==> src/rtl/edge_sched_pkg.sv <==
// Shared constants, width helper and event payload for the edge event scheduler.
package edge_sched_pkg;

  localparam int unsigned EDGE_LANES_DEF = 8;
  localparam int unsigned OVF_CNT_W      = 16;

  // Lane-index width; never narrower than one bit.
  function automatic int unsigned idx_w(input int unsigned n);
    return (n <= 1) ? 32'd1 : 32'($clog2(n));
  endfunction

  localparam int unsigned EDGE_IDXW = idx_w(EDGE_LANES_DEF);

  typedef struct packed {
    logic [EDGE_IDXW-1:0] lane;
    logic                 rise;
  } edge_evt_t;

endpackage

==> src/rtl/edge_event_scheduler_rr_arbiter.sv <==
// Combinational round-robin picker: first requesting index at/after ptr, wrapping.
module rr_arbiter
  import edge_sched_pkg::*;
#(
  parameter  int unsigned N    = EDGE_LANES_DEF,
  localparam int unsigned IDXW = idx_w(N)
) (
  input  logic [N-1:0]    req,
  input  logic [IDXW-1:0] ptr,
  output logic            gnt_valid,
  output logic [IDXW-1:0] gnt_idx
);

  int unsigned     scan_pos;
  logic [IDXW-1:0] scan_idx;

  // Scan N positions starting at ptr; the first hit wins.
  always_comb begin
    gnt_valid = 1'b0;
    gnt_idx   = '0;
    scan_pos  = 0;
    scan_idx  = '0;
    for (int unsigned k = 0; k < N; k++) begin
      scan_pos = (32'(ptr) + k) % N;
      scan_idx = IDXW'(scan_pos);
      if (!gnt_valid && req[scan_idx]) begin
        gnt_valid = 1'b1;
        gnt_idx   = scan_idx;
      end
    end
  end

endmodule

==> src/rtl/edge_event_scheduler.sv <==
// Per-lane edge detector + pending latch + round-robin serialiser onto a
// single valid/ready event port. Define EDGE_OVF_CNT_EN to add the
// saturating overflow_cnt port counting clocks in which a pending lane merged.
module edge_event_scheduler
  import edge_sched_pkg::*;
#(
  parameter  int unsigned N    = EDGE_LANES_DEF,
  localparam int unsigned IDXW = idx_w(N)
) (
  input  logic                 clk,
  input  logic                 rst,
  input  logic [N-1:0]         in,
  input  logic                 enable,
  input  logic [N-1:0]         lane_mask,
  output logic                 evt_valid,
  input  logic                 evt_ready,
  output logic [IDXW-1:0]      evt_lane,
  output logic                 evt_rise,
  output logic [N-1:0]         pending
`ifdef EDGE_OVF_CNT_EN
  ,output logic [OVF_CNT_W-1:0] overflow_cnt
`endif
);

  logic [N-1:0]    in_q;
  logic            primed_q;
  logic [N-1:0]    pending_q, pending_d;
  logic [N-1:0]    pol_q, pol_d;
  logic [IDXW-1:0] rr_ptr_q, rr_ptr_d;
  edge_evt_t       evt_q, evt_d;
  logic            evt_valid_q, evt_valid_d;

  logic [N-1:0]    edge_det, rise_det, set_req, gnt_mask;
  logic            slot_free;
  logic            gnt_valid;
  logic [IDXW-1:0] gnt_idx;

  rr_arbiter #(.N(N)) u_arb (
    .req       (pending_q),
    .ptr       (rr_ptr_q),
    .gnt_valid (gnt_valid),
    .gnt_idx   (gnt_idx)
  );

  // Edge detection is suppressed until in_q holds a real sample.
  always_comb begin
    edge_det = primed_q ? (in ^ in_q) : '0;
    rise_det = in & ~in_q;
    set_req  = edge_det & lane_mask & {N{enable}};
  end

  // Output slot reload, pending clear/set and pointer advance.
  always_comb begin
    slot_free   = !evt_valid_q || evt_ready;
    gnt_mask    = '0;
    evt_d       = evt_q;
    evt_valid_d = evt_valid_q;
    rr_ptr_d    = rr_ptr_q;
    if (slot_free) begin
      evt_valid_d = gnt_valid;
      if (gnt_valid) begin
        gnt_mask[gnt_idx] = 1'b1;
        evt_d.lane        = EDGE_IDXW'(gnt_idx);
        evt_d.rise        = pol_q[gnt_idx];
        rr_ptr_d          = (gnt_idx == IDXW'(N - 1)) ? '0 : IDXW'(gnt_idx + 1'b1);
      end
    end
    // A new edge on the lane being granted re-arms it, so nothing is lost.
    pending_d = (pending_q & ~gnt_mask) | set_req;
    pol_d     = (pol_q & ~set_req) | (rise_det & set_req);
  end

  // State registers.
  always_ff @(posedge clk or posedge rst) begin
    if (rst) begin
      in_q        <= '0;
      primed_q    <= 1'b0;
      pending_q   <= '0;
      pol_q       <= '0;
      rr_ptr_q    <= '0;
      evt_q       <= '0;
      evt_valid_q <= 1'b0;
    end else begin
      in_q        <= in;
      primed_q    <= 1'b1;
      pending_q   <= pending_d;
      pol_q       <= pol_d;
      rr_ptr_q    <= rr_ptr_d;
      evt_q       <= evt_d;
      evt_valid_q <= evt_valid_d;
    end
  end

  assign evt_valid = evt_valid_q;
  assign evt_lane  = IDXW'(evt_q.lane);
  assign evt_rise  = evt_q.rise;
  assign pending   = pending_q;

`ifdef EDGE_OVF_CNT_EN
  logic                 merge_any;
  logic [OVF_CNT_W-1:0] ovf_cnt_q;

  // A merge is a new edge on a lane still pending and not granted this clock.
  always_comb merge_any = |(set_req & pending_q & ~gnt_mask);

  // Saturating merge counter.
  always_ff @(posedge clk or posedge rst) begin
    if (rst) begin
      ovf_cnt_q <= '0;
    end else if (merge_any && (ovf_cnt_q != '1)) begin
      ovf_cnt_q <= ovf_cnt_q + 1'b1;
    end
  end

  assign overflow_cnt = ovf_cnt_q;
`endif

endmodule
==> config.mk <==
export PLATFORM = sky130hd
export DESIGN_NAME = edge_event_scheduler
export DESIGN_NICKNAME = d
export VERILOG_FILES = /design/src/rtl/edge_sched_pkg.sv /design/src/rtl/edge_event_scheduler_rr_arbiter.sv /design/src/rtl/edge_event_scheduler.sv
export SDC_FILE = /design/constraint.sdc
export NUM_CORES = 1
export LEC_CHECK = 0
export BUFFER_PORTS_ARGS = -buffer_cell sky130_fd_sc_hd__buf_2
export CAP_MARGIN = 0
export CORE_UTILIZATION = 62
export CTS_CLUSTER_DIAMETER = 200
export DETAILED_ROUTE_END_ITERATION = 16
export PLACE_DENSITY = 0.83
export SLEW_MARGIN = 20
export SYNTH_ARGS = -nofsm -noshare
export SYNTH_HDL_FRONTEND = slang
export SYNTH_SLANG_ARGS = --single-unit
==> constraint.sdc <==
create_clock -name clk -period 12 [get_ports clk]
set_input_delay 1.8 -clock clk [delete_from_list [all_inputs] [get_ports clk]]
set_output_delay 1.8 -clock clk [all_outputs]
set_load 0.005 [all_outputs]
* After elaboration in Yosys (flattened, before gate mapping)
Index checks and enable logic that the tools add are counted.
Cells by class: mux-type cells 40, equality and inequality tests 1, bitwise logic cells 12, $add $sub $neg 8, reductions and logical operators 18, magnitude comparators 10
Operator list (count):
- $and A8 B8 Y8 | 6
- $lt A3 B4 Y1 const B | 9
- $bmux W1 S3 | 9
- $mux W3 | 9
- $mux W8 | 3
- $not A8 Y8 | 3
- $mux W1 | 18
- $or A8 B8 Y8 | 2
- $add A3 B3 Y3 const B | 4
- $logic_and A1 B1 Y1 | 8
- $logic_not A1 Y1 | 8
- $xor A8 B8 Y8 | 1
- $add A3 B1 Y3 const B | 2
- $add A3 B2 Y3 const B | 2
- $demux W1 S3 | 1
- $eq A3 B3 Y1 const B | 1
- $ge A3 B1 Y1 const B | 1
- $reduce_and A2 Y1 | 1
- $logic_or A1 B1 Y1 | 1
Word-level totals: input bits 20, output and inout bits 13, word-level logic and storage cells 97, register bits 33

* Depth between registers and ports, before layout
Gate-level depths: netlist of the first run.
word-level depth 33, depth in mapped cells 16, gate-level depth less buffers 11

* Modules after synthesis
A second synthesis of the first run with hierarchy kept.
Second synthesis, totals: cell total of the unflattened synthesis 235, area total of the unflattened synthesis 2558.7 um^2
Modules (own cells, without submodules):
- edge_event_scheduler | area each 1477.7 um^2, cells an instance 114, times used 1, seq. area each 825.8 um^2
- rr_arbiter | area each 1081.0 um^2, cells an instance 121, times used 1, seq. area each 0.0 um^2

* Worst setup path after synthesis of the first run
Ideal clock, no wire load.
kind reg-to-reg, from register rr_ptr_q[1], to register evt_q (netlist bit evt_rise), stages on the path, launching flop included 16, period minus slack after synthesis 3912 ps, required time 11918 ps, arrival 3830 ps, path buffers 4, setup time 82 ps, setup slack 8088 ps, cells stage by stage dfrtp_1 > clkbuf_1 > clkinv_1 > ha_1 > buf_2 > buf_6 > mux2_2 > mux4_2 > mux2_1 > o311a_1 > a21oi_1 > nand3_1 > buf_4 > mux2i_1 > a221o_1 > a31oi_1
On the way: cells in the longest elaborated chain, start to end 26
RTL lines:
- start, declared | RTL line edge_event_scheduler.sv:29 | logic [IDXW-1:0] rr_ptr_q, rr_ptr_d;
- start signal, assigned | RTL line edge_event_scheduler.sv:88 | rr_ptr_q <= rr_ptr_d;
- parallel branches: the longest is 26 deep, another holds $add A3 B1 Y3
- end signal, assigned | RTL line edge_event_scheduler.sv:89 | evt_q <= evt_d;
- end, declared | RTL line edge_event_scheduler.sv:30 | edge_evt_t evt_q, evt_d;
Several ways; the timed one is not identified. The select of a mux whose other input is x is not followed. A chain may end at the register's enable or synchronous reset.

* Final worst setup path of the first run
from register rr_ptr_q[0], to register evt_q (netlist bit evt_rise)
The elaborated chain is that of the path after synthesis.

==> results.toml, run 1 <==
[status]
status = "complete, no violations"

[setup_path]
arrival_ns = 4.76
critPathMaxStageDelay_ns = 0.81
cp.required_ns = 12.20
crit_slowest_cell = "dfrtp_1"
worst-path-buf-inv = 1
crit_type = "flip-flop to flip-flop"
worstPathMaxFanout = 16
end_kind = "flip-flop"
crit_family = "multiplexers"
critPathLaunchType = "flip-flop"
worstPathCellList = "inv_2 -> ha_1 -> mux2_2 -> mux4_2 -> mux2_1 -> o311a_1 -> a21oi_1 -> nand3_1 -> mux2i_1 -> a221o_1 -> a31oi_1"

[die]
fp.dieH_um = 64.0
dieArea_mm2 = 0.00410
coreArea_mm2 = 0.00366
io_pins = 33
initial_core_util = 0.651
placement_rows = 22
die_w_um = 64.0

[synth]
ys_ff_latch = 33
yosysWarnings = 0
ys_top_cells_by_area = "dfrtp_1, mux4_2, mux2_2"
async_flop_share = 1.00
yosys.area.top_type = "dfrtp_1"
syn_area_per_cell_um2 = 10.6
synth_top_area_frac = 0.346
synth_cells = 224
synth_edf_count = 0
ys_types = 51
synth_nets = 255
yosysSeqAreaShare = 0.346
ys.flop_type = "dfrtp_1"
syn_area_mm2 = 0.00238

[sta]
tightest_slew_ns = 0.694
hold_ws_ns = 0.478
rsz0062_at_grt = "no"
hold_viol = 0
tns_ns = 0
drv_slew = 0
period_share = 0.380
fmax_mhz = 219
slew_headroom = 0.526
period_needed_ns = 4.56
fin_skew_ns = 0.00373
finalSetupViolations = 0

[placement]
dp_hpwl_um = 3850
finalWeightedCongestion = 0.959
io_buffers = 32

[cts]
clk_path_buf_depth = 2
postCtsHoldBufs = 0
cts.sinks = 33
cts.reportedPaths.clkPinSlew_ns = 0.06
clock_latency_ns = 0.28
cts_max_level = 2
numCtsBuffers = 5
clockRootBuffer = "clkbuf_8"
post-cts-setup-buffers = 0
cts_tree = "done"
post_cts_resized = 0

[route]
via_per_inst = 6.17
wl_per_cell_um = 16.9
ant_nets = 0
drc = 0
first_iter_violations = 173
routed_wl_um = 5070
vias = 1850
firstDrtPassIters = 4

[hold_path]
hp-class = "flip-flop to flip-flop"

[layout]
nFillCells = 271
multi_input_area_mm2 = 0.00142
antenna_cells = 0
ff_latch_area_um2 = 826
nets = 283
syn2layout_area_growth_pct = 9.71
drive_above_1_share = 0.290

[run]
maxCapViolations = 0

[global_route]
grt_pass1_vias = 1832
grt_pass1_wl_um = 8600
overflow = 0
grt_max_degree = 34
antenna_found_initial = 0
grt_usage = 0.282
kinds of logic (layout without fill, tap and decap cells):
| logic type | Yosys count | count (layout) | share of synthesized area |
|---|---|---|---|
| simple gates | 64 | 64 | 0.143 |
| fa+ha+maj | 11 | 11 | 0.0577 |
| xor+xnor | 3 | 3 | 0.0110 |
| buf+inv | 27 | 55 | 0.0583 |
| other cells | 1 | 1 | 0.00157 |
| mux | 43 | 43 | 0.244 |
| compound gates | 42 | 42 | 0.138 |
| flops | 33 | 33 | 0.346 |
placed cells by master, fill, tap and decap left out, types with 2 or more instances in the layout:
master	count
clkbuf_8	6
mux2_2	17
o21ai_1	6
nor3_4	2
nand2b_1	5
mux2_1	4
or2_1	2
buf_2	32
nor2_1	9
a21oi_1	4
xnor2_1	2
inv_1	13
a221oi_1	2
nor3_1	3
nand2_1	26
and2_1	2
o31ai_1	7
nand3b_1	8
mux2i_1	12
mux4_2	9
a221o_1	2
nand3_1	3
a41oi_1	2
dfrtp_1	33
o21ai_0	5
ha_1	11
layout make-up:
class,instances,area share
multi-input combinational,164,0.543
sequential,33,0.316
timing repair buffer,33,0.0641
clock buffer,7,0.0330
tap,48,0.0230
inverter,15,0.0215
per-layer routing:
layer / vias to the layer above / share of wire / global-route usage
li1: 885 / - / -
met1: 895 / 0.42 / 0.340
met2: 63 / 0.52 / 0.496
met3: 7 / 0.048 / 0.0464
met4: 0 / 0.016 / 0.116
met5: - / 0 / 0
stage by stage:
step	setup slack (ns)	utilization	std cells	cell area (um2)
floorplan	8.09	-	224	2380
global placement	7.58	0.691	293	2530
detailed placement	7.47	0.691	293	2530
CTS	7.46	0.714	300	2620
global route	7.04	0.714	300	2620
finish	7.44	0.714	300	2620
final timing paths:
path / startpoint / endpoint / slack, ns / depth (start not counted)
min in group asynchronous: rst / in_q[2] / 1.60 / 3
max reg2reg: rr_ptr_q[0] / evt_rise / 7.44 / 11
max: rr_ptr_q[0] / evt_rise / 7.44 / 11
min reg2reg: evt_lane[2] / evt_lane[2] / 0.48 / 2
min: evt_lane[2] / evt_lane[2] / 0.48 / 2
max in group asynchronous: rst / in_q[5] / 10.11 / 3
worst min-delay path, cell delays in order (launching register included):
cell and delay, ns:
dfrtp_1 0.34, nand2_1 0.05, o21ai_1 0.06
cell usage after synthesis (3+ instances only):
cell / count
mux2_2: 17
mux2_1: 4
clkbuf_1: 4
nand2_1: 26
mux4_2: 9
o31ai_1: 7
mux2i_1: 12
o21ai_0: 5
nand3b_1: 8
ha_1: 11
a21oi_1: 4
nand2b_1: 5
inv_1: 13
buf_6: 4
buf_2: 3
o21ai_1: 6
nand3_1: 3
nor2_1: 9
dfrtp_1: 33
nor3_1: 3
Power of run 1 is not shown: default switching activity piles up to over one toggle a cycle in this logic, so the estimate is an artifact.
==> run 2, diff against run 1 <==
- CORE_UTILIZATION: 62 -> 52
- PLACE_DENSITY: 0.83 -> 0.74
- clock period: 12 -> 4 ns (I/O delays scaled with it)
==> run 2 against run 1 <==
  * Clock skew grew 0.0030 ns
  * Non-clock buffer count grew 8
  * Utilization shrank 10 points
  * Global-route usage shrank 4.6 points
  * Worst setup slack lost 7.1 ns
  * Sequential cell count is the same
==> results.toml, run 2 (synthesis gave the netlist of run 1 again) <==
[status]
status = "complete, no violations"

[layout]
nFillCells = 383
syn2layout_area_growth_pct = 12.3
drive_above_1_share = 0.310
final_cell_mix = "dfrtp_1, buf_2, nand2_1"
antenna_cells = 0
final_cell_area_mm2 = 0.00268
ff_latch_area_um2 = 826
nets = 291
fin_util = 0.611
layout_commonest_cell = "dfrtp_1"
multi_input_area_mm2 = 0.00142

[die]
initial_core_util = 0.544
die_w_um = 69.7
io_pins = 33
dieArea_mm2 = 0.00486
fp.dieH_um = 69.7
placement_rows = 24
coreArea_mm2 = 0.00438

[sta]
fin_skew_ns = 0.00675
slew_headroom = 0.635
tns_ns = 0
drv_slew = 0
hold_viol = 0
period_share = 0.909
period_needed_ns = 3.63
hold_ws_ns = 0.389
tightest_slew_ns = 0.546
fmax_mhz = 275
finalSetupViolations = 0
rsz0062_at_grt = "no"

[cts]
clock_latency_ns = 0.28
post-cts-setup-buffers = 0
cts.reportedPaths.clkPinSlew_ns = 0.07
post_cts_resized = 0
postCtsHoldBufs = 0
cts.sinks = 33
cts_max_level = 2
cts_tree = "done"
clk_path_buf_depth = 2
clockRootBuffer = "clkbuf_8"
numCtsBuffers = 5

[route]
first_iter_violations = 143
drc = 0
vias = 1902
via_per_inst = 6.08
routed_wl_um = 5390
firstDrtPassIters = 4
ant_nets = 0
wl_per_cell_um = 17.2

[setup_path]
worstPathMaxFanout = 8
critPathMaxStageDelay_ns = 0.49
startpoint = "rr_ptr_q[1]"
arrival_ns = 3.84
crit_slowest_cell = "or3_1"
critPathLaunchType = "flip-flop"
r2r_start = "rr_ptr_q[1]"
worstPathCellList = "clkinv_1 -> ha_1 -> buf_4 -> mux2i_1 -> mux4_2 -> o211ai_2 -> or2_1 -> o32ai_2 -> nor4_1 -> or3_1 -> a221o_1 -> a31oi_1"
end_kind = "flip-flop"
cp.required_ns = 4.20
crit_type = "flip-flop to flip-flop"

[hold_path]
hp-class = "primary input to async pin"

[placement]
placed_area_mm2 = 0.00259
finalWeightedCongestion = 0.927
io_buffers = 32
dp_hpwl_um = 4210

[global_route]
antenna_found_initial = 0
grt_max_degree = 34
overflow = 0
grt_pass1_wl_um = 9070
grt_usage = 0.236
grt_pass1_vias = 1898

[run]
maxCapViolations = 0
==> run 2: worst max-delay path, delay by kind of cell (launching register included) <==
| kind | cells | cell delay (ns) |
|---|---|---|
| mux | 2 | 0.67 |
| fa+ha+maj | 1 | 0.43 |
| flops | 1 | 0.35 |
| simple gates | 3 | 0.93 |
| buf+inv | 2 | 0.28 |
| compound gates | 4 | 0.88 |
==> run 2: cell type report <==
class                      count  area share
clock inverter                 1     0.00280
multi-input combinational    164       0.530
tap                           52      0.0243
sequential                    33       0.308
timing repair buffer          41      0.0850
inverter                      15      0.0210
clock buffer                   7      0.0285
==> run 2: layer usage <==
metal / routed length (um) / part of all wire / vias to the layer above / GRT usage
met2: 2610 / 0.48 / 64 / 0.406
met3: 288 / 0.053 / 17 / 0.0451
met4: 161 / 0.030 / 0 / 0.102
met5: 0 / 0 / - / 0
li1: - / - / 895 / -
met1: 2340 / 0.43 / 926 / 0.288
==> run 2: final timing paths <==
check | end | slack, ns | cells after the start
max in group asynchronous | async pin | 3.32 | 3
max | evt_rise | 0.37 | 12
min in group clk | in_q[2] | 0.44 | 1
max reg2reg | evt_rise | 0.37 | 12
min | pending[6] | 0.39 | 3
min reg2reg | evt_lane[1] | 0.48 | 2
==> run 2: per-stage QoR <==
| step | setup WS, ns | cells |
|---|---|---|
| 6_report | 0.366 | 313 |
| 5_1_grt | 0.137 | 313 |
| 4_1_cts | 0.414 | 313 |
| 3_5_place_dp | 0.437 | 305 |
| 3_3_place_gp | 0.495 | 305 |
| 2_1_floorplan | 0.0885 | 224 |
Power of run 2 is left out for the same reason.
